$ cat src/rtl/lcd_spi_tx.sv
// LCD SPI serializer: one {dc, byte} word per request, mode 0, MSB first, wr_done pulse per word.
// Latency: word takes 17*CLK_DIV+2+GAP_CYCLES cycles; en_write is a level request, ignored while busy.
module lcd_spi_tx #(
  parameter int CLK_DIV    = 1,
  parameter int GAP_CYCLES = 2
) (
  input  logic       sys_clk_50MHz,
  input  logic       sys_rst_n,
  input  logic [8:0] data,
  input  logic       en_write,
  output logic       wr_done,
  output logic       cs,
  output logic       dc,
  output logic       sclk,
  output logic       mosi
);

  typedef enum logic [2:0] {IDLE, SETUP, SHIFT, DONE, GAP} state_t;

  localparam logic [7:0]  DIV_LAST = 8'(CLK_DIV - 1);
  localparam logic [15:0] GAP_LAST = 16'(GAP_CYCLES - 1);

  state_t      state, state_nx;
  logic [7:0]  div_cnt, div_cnt_nx;
  logic [2:0]  bit_cnt, bit_cnt_nx;
  logic [7:0]  shreg, shreg_nx;
  logic [15:0] gap_cnt, gap_cnt_nx;
  logic        wr_done_nx, cs_nx, dc_nx, sclk_nx, mosi_nx;

  always_ff @(posedge sys_clk_50MHz or negedge sys_rst_n) begin
    if (!sys_rst_n) begin
      state   <= IDLE;
      div_cnt <= '0;
      bit_cnt <= '0;
      shreg   <= '0;
      gap_cnt <= '0;
      wr_done <= 1'b0;
      cs      <= 1'b1;
      dc      <= 1'b0;
      sclk    <= 1'b0;
      mosi    <= 1'b0;
    end else begin
      state   <= state_nx;
      div_cnt <= div_cnt_nx;
      bit_cnt <= bit_cnt_nx;
      shreg   <= shreg_nx;
      gap_cnt <= gap_cnt_nx;
      wr_done <= wr_done_nx;
      cs      <= cs_nx;
      dc      <= dc_nx;
      sclk    <= sclk_nx;
      mosi    <= mosi_nx;
    end
  end

  always_comb begin
    state_nx   = state;
    div_cnt_nx = div_cnt;
    bit_cnt_nx = bit_cnt;
    shreg_nx   = shreg;
    gap_cnt_nx = gap_cnt;
    wr_done_nx = 1'b0;
    cs_nx      = cs;
    dc_nx      = dc;
    sclk_nx    = sclk;
    mosi_nx    = mosi;

    case (state)
      IDLE: begin
        cs_nx   = 1'b1;
        sclk_nx = 1'b0;
        if (en_write) begin
          shreg_nx   = data[7:0];
          dc_nx      = data[8];
          mosi_nx    = data[7];
          cs_nx      = 1'b0;
          div_cnt_nx = '0;
          state_nx   = SETUP;
        end
      end

      SETUP: begin
        if (div_cnt == DIV_LAST) begin
          div_cnt_nx = '0;
          bit_cnt_nx = '0;
          sclk_nx    = 1'b1;
          state_nx   = SHIFT;
        end else begin
          div_cnt_nx = div_cnt + 8'd1;
        end
      end

      SHIFT: begin
        if (div_cnt != DIV_LAST) begin
          div_cnt_nx = div_cnt + 8'd1;
        end else begin
          div_cnt_nx = '0;
          if (sclk) begin
            // falling edge: present the next bit; the last bit stays on mosi
            sclk_nx = 1'b0;
            if (bit_cnt != 3'd7) begin
              mosi_nx  = shreg[6];
              shreg_nx = {shreg[6:0], 1'b0};
            end
          end else if (bit_cnt == 3'd7) begin
            cs_nx      = 1'b1;
            wr_done_nx = 1'b1;
            state_nx   = DONE;
          end else begin
            bit_cnt_nx = bit_cnt + 3'd1;
            sclk_nx    = 1'b1;
          end
        end
      end

      DONE: begin
        gap_cnt_nx = '0;
        state_nx   = (GAP_CYCLES == 0) ? IDLE : GAP;
      end

      GAP: begin
        // hold-off lets upstream synchronous ROM output settle before the next capture
        if (gap_cnt == GAP_LAST) begin
          state_nx = IDLE;
        end else begin
          gap_cnt_nx = gap_cnt + 16'd1;
        end
      end

      default: state_nx = IDLE;
    endcase
  end

endmodule
$ cat config.mk
export PLATFORM = sky130hd
export DESIGN_NAME = lcd_spi_tx
export DESIGN_NICKNAME = d
export VERILOG_FILES = /design/src/rtl/lcd_spi_tx.sv
export SDC_FILE = /design/constraint.sdc
export NUM_CORES = 1
export LEC_CHECK = 0
export BUFFER_PORTS_ARGS = -buffer_cell sky130_fd_sc_hd__buf_2
export CAP_MARGIN = 20
export CORE_UTILIZATION = 62
export CTS_BUF_LIST = sky130_fd_sc_hd__clkbuf_4 sky130_fd_sc_hd__clkbuf_8
export DETAILED_ROUTE_END_ITERATION = 16
export GPL_TIMING_DRIVEN = 0
export PLACE_DENSITY = 0.92
export SLEW_MARGIN = 5
export SYNTH_ARGS = -nofsm -noshare
export SYNTH_HDL_FRONTEND = slang
export SYNTH_SLANG_ARGS = --single-unit
$ cat constraint.sdc
create_clock -name sys_clk_50MHz -period 2.64 [get_ports sys_clk_50MHz]
set_input_delay 0.396 -clock sys_clk_50MHz [delete_from_list [all_inputs] [get_ports sys_clk_50MHz]]
set_output_delay 0.396 -clock sys_clk_50MHz [all_outputs]
set_load 0.03 [all_outputs]
# == Yosys cells after proc, flatten, opt, wreduce, memory -nomap -nowiden ==
# Index checks and enable logic that the tools add are counted.
# totals
output_inout_bits,5
regBits,42
input_bits,12
wordCells,87
# classes
n_eq_ne,17
n_addsub,3
n_reduce_logical,15
mux,42
# op_table
op,n
16-bit case mux with 2 select lines,1
3-bit 2-to-1 mux,10
7-bit 2-to-1 mux,4
8-bit 2-to-1 mux,3
8-bit case mux with 3 select lines,1
2-bit != test (second input constant),10
16-bit by 1-bit adder with 16-bit output (second input constant),1
16-bit by 1-bit equality test with 1-bit output (second input constant),1
1-bit 2-to-1 mux,16
16-bit 2-to-1 mux,1
3-bit case mux with 5 select lines,1
7-bit case mux with 2 select lines,1
5-bit AND reduction,2
8-bit by 1-bit adder with 8-bit output (second input constant),1
8-bit logical NOT,1
8-bit nonzero test,1
3-bit by 2-bit equality test with 1-bit output (second input constant),2
3-bit equality test (second input constant),2
3-bit case mux with 2 select lines,1
2-bit AND reduction,3
6-bit AND reduction,1
2-bit nonzero test,3
1-bit case mux with 2 select lines,2
4-bit AND reduction,1
other kinds (7),7

# == Logic depth before layout (Yosys ltp) ==
# logic_depth
depth_word,5
mapped_depth,6
ltp_nobuf,6

# == Worst setup path before layout ==
# No wires, ideal clock.
# synth_timing
kind,flip-flop to flip-flop
start,register bit_cnt[0]
end,register mosi
stages_incl_launch_ff,5
n_path_buf,0
period_less_slack_ps,1861
arrival_time_ps,1736
setup_slack_ps,779
cell_sequence,dfrtp_1 > ha_1 > ha_1 > o41ai_4 > mux2_2
# synth_via
elab_chain_len,3
# synth_rtl
item,line_no,rtl
start: declaration,25,"logic [2:0] bit_cnt, bit_cnt_nx;"
start signal: assignment,45,bit_cnt <= bit_cnt_nx;
3-bit != test,101,if (bit_cnt != 3'd7) begin
2-bit != test (no source line),--,
5-bit AND reduction (no source line),--,
end signal: assignment,52,mosi <= mosi_nx;
end: declaration,15,output logic mosi
# No other way between the ends.
# A chain may end at the register's enable or synchronous reset.

# == Worst setup path after layout ==
# layout_timing
start,register div_cnt[4]
end,register mosi
# layout_via
elab_chain_len,3
# layout_rtl
item,line_no,rtl
start: declaration,24,"logic [7:0] div_cnt, div_cnt_nx;"
start signal: assignment,44,div_cnt <= div_cnt_nx;
8-bit nonzero test,94,if (div_cnt != DIV_LAST) begin
2-bit != test (no source line),--,
5-bit AND reduction (no source line),--,
# No other way between the ends.

==> run_results.csv <==
group,metric,value,unit
outcome,status,"completed",
clocking,cts_tree,"yes",
yosys,netlist_area,2300,um^2
timing,finClkSkew,7.08,ps
drt,drcViolationCount,0,
global_route,antenna_found_initial,0,
timing,slew_viol_final,0,
global_route,grtUsageTotal,0.295,
yosys,synth_fa_ha_area_frac,0.0326,
yosys,synth_async_sr_flop_share,1.00,
job,maxCapViolCount,0,
yosys,synth_cells,232,
drt,vias,1910,
critical_path,required,2820,ps
critical_path,critPathLaunchType,"flop",
timing,grt_setup_unrepaired,"no",
drt,dr.pass1.iters,4,
finish,n_antenna_cell,0,
clocking,insertion_delay,300,ps
critical_path,r2r-start,"div_cnt[4]",
clocking,root_buffer,"clkbuf_8",
finish,fin_util,0.736,
yosys,ys_ff_latch,42,
clocking,htree_levels,2,
critical_path,crit_arrival,2260,ps
power,power.density,974,nW/um^2
yosys,synth_common_cells,"dfrtp_1, nand2_1, nor2_1",
finish,drive_gt1_frac,0.195,
critical_path,end_kind,"flop",
clocking,ctsHoldBuffers,0,
power,vdd_drop_max,0.000716,V
critical_path,rr_worst_depth,4,
critical_path,critical_path_buf_inv_count,0,
clocking,cts_setup_buffers,0,
die,rows,21,
yosys,ys_seq_area_frac,0.457,
clocking,cts.sinks,42,
critical_path,crit_path_cell_trace,"nor4_2 -> nand3_2 -> o41ai_4 -> mux2_2",
critical_path,critPathLaunch,"div_cnt[4]",
yosys,synth_most_common_cell,"dfrtp_1",
yosys,synth_edf_count,0,
die,dieWidth,62.9,um
critical_path,critical-path-top-delay-family,"simple AND/OR/NAND/NOR gates",
drt,wl_per_cell,16.9,um
drt,vias_per_cell,6.32,
critical_path,critPathMaxFanout,8,
drt,drt_iter0_drc,168,
clocking,clk_path_buf_depth,2,
clocking,cts_buffers,5,
die,initial_utilization,0.669,
critical_path,r2r-end,"mosi",
timing,setup_tns,0,ps
placement,gp_congestion,0.837,
die,core,3440,um^2
timing,period_needed,2070,ps
yosys,synth_top_area_frac,0.446,
timing,max_slew_margin,0.391,
yosys,synth_nets,250,
critical_path,worstSetupEndpoint,"mosi",
placement,dpl.hpwl,3.41,mm
finish,area_growth,10.1,%
yosys,synth_top_family_by_area,"simple AND/OR/NAND/NOR gates",
yosys,yosys.area_share.simple,0.229,
critical_path,slowest_stage,"o41ai_4",
yosys,yosys.area.top_type,"dfrtp_1",
die,die_h,62.9,um
global_route,grt_pass1_wl,8.91,mm
timing,period_share,0.785,
yosys,synthMuxAreaShare,0.0908,
clocking,post_cts_resized,0,
yosys,synthTopCellsByArea,"dfrtp_1, mux2_2, nand2_1",
yosys,syn_avg_cell_area,9.92,um^2
timing,worstMarginPinSlew,913,ps
yosys,ys.flop_type,"dfrtp_1",
hold_path,hold_path_class,"in -> async",
drt,wirelength,5.09,mm
yosys,synth-xor-area-share,0.0342,
global_route,grt_start_max_net_pins,43,
yosys,synth_compound_area_frac,0.122,
timing,fmax,482,MHz
critical_path,worstSetupPathDepth,4,
clocking,path_clk_slew,80,ps
drt,ant_nets,0,
power,p_leak,1.12,nW
placement,io_buffers,16,
timing,final-setup-viol-count,0,
finish,nNetsFinal,273,
die,die-area,3960,um^2
global_route,grt_pass1_vias,1922,
yosys,yosysWarnings,0,
yosys,synth_cell_types,45,
critical_path,path_class,"reg -> reg",
die,pin_count,17,
timing,hold_viol,0,
global_route,grt-ovfl-total,0,
critical_path,max_stage_delay,530,ps
critical_path,rrSetupSlack,570,ps
per-stage QoR:
stage               cells  area [um^2]  power, mW  hold slack (ps)  setup slack (ps)
finish                302         2530       2.47              219               567
global route          302         2530       2.63              315               412
CTS                   302         2530       2.46              260               538
detailed placement    294         2440       2.01              491               577
global placement      294         2440       1.94              486               615
floorplan             232         2300       1.73              100               779
where the power goes:
part	switching, mW	internal, mW	leakage [nW]
combinational	0.647	0.438	0.513
clock	0.220	0.221	0.0517
sequential	0.142	0.802	0.556
kinds of logic (layout without fill, tap and decap cells):
kind of cell / count (synthesis) / after routing
AOI/OAI and AO/OA: 41 / 41
muxes: 19 / 19
and+or+nand+nor: 99 / 99
adders and majority gates: 6 / 6
DFF: 42 / 42
buffers and inverters: 16 / 40
xor gates and xnor gates: 9 / 9
cell type report:
type                    instances  area (um^2)
inverters                       8         30.0
clock buffers                   7         90.1
clock inverters                 1         5.00
well taps                      46         57.6
multi-input cells             174         1170
fillers                       235          907
repair buffers                 16         80.1
flip-flops and latches         42         1050
plain buffers                   8         48.8
worst reg2reg max path, stage by stage (launching register included):
cell and delay, ps:
dfrtp_1 440, nor4_2 370, nand3_2 210, o41ai_4 530, mux2_2 410
worst min-delay path by stage:
stage | end | slack (ps) | depth (start not counted)
floorplan | bit_cnt[0] | 100 | 0
global placement | shreg[1] | 490 | 1
detailed placement | shreg[5] | 490 | 1
CTS | gap_cnt[6] | 260 | 1
global route | gap_cnt[6] | 320 | 1
finish | gap_cnt[6] | 220 | 1
registers in the layout, summed over array words and instances, names as in the netlist:
name,count
state,3
div_cnt,8
mosi,1
cs,1
bit_cnt,3
sclk,1
dc,1
wr_done,1
gap_cnt,16
shreg,7
per-layer routing:
layer / GRT usage / wire, um / vias up
li1: - / - / 898
met1: 0.354 / 2070 / 926
met2: 0.509 / 2590 / 70
met3: 0.0712 / 311 / 16
met4: 0.110 / 121 / 0
met5: 0 / 0 / -
cell usage in the layout (no fill, tap or decap), drive strengths merged, types with 4 or more instances in the layout:
master / instances
a21oi: 13
buf: 18
clkbuf: 13
dfrtp: 41
ha: 6
inv: 8
mux2: 15
mux2i: 4
nand2: 22
nand3: 8
nand4: 8
nor2: 19
nor2b: 5
nor3: 9
nor4: 7
o21ai: 8
or3: 6
xnor2: 7
Power figures use the tool's default switching activity.
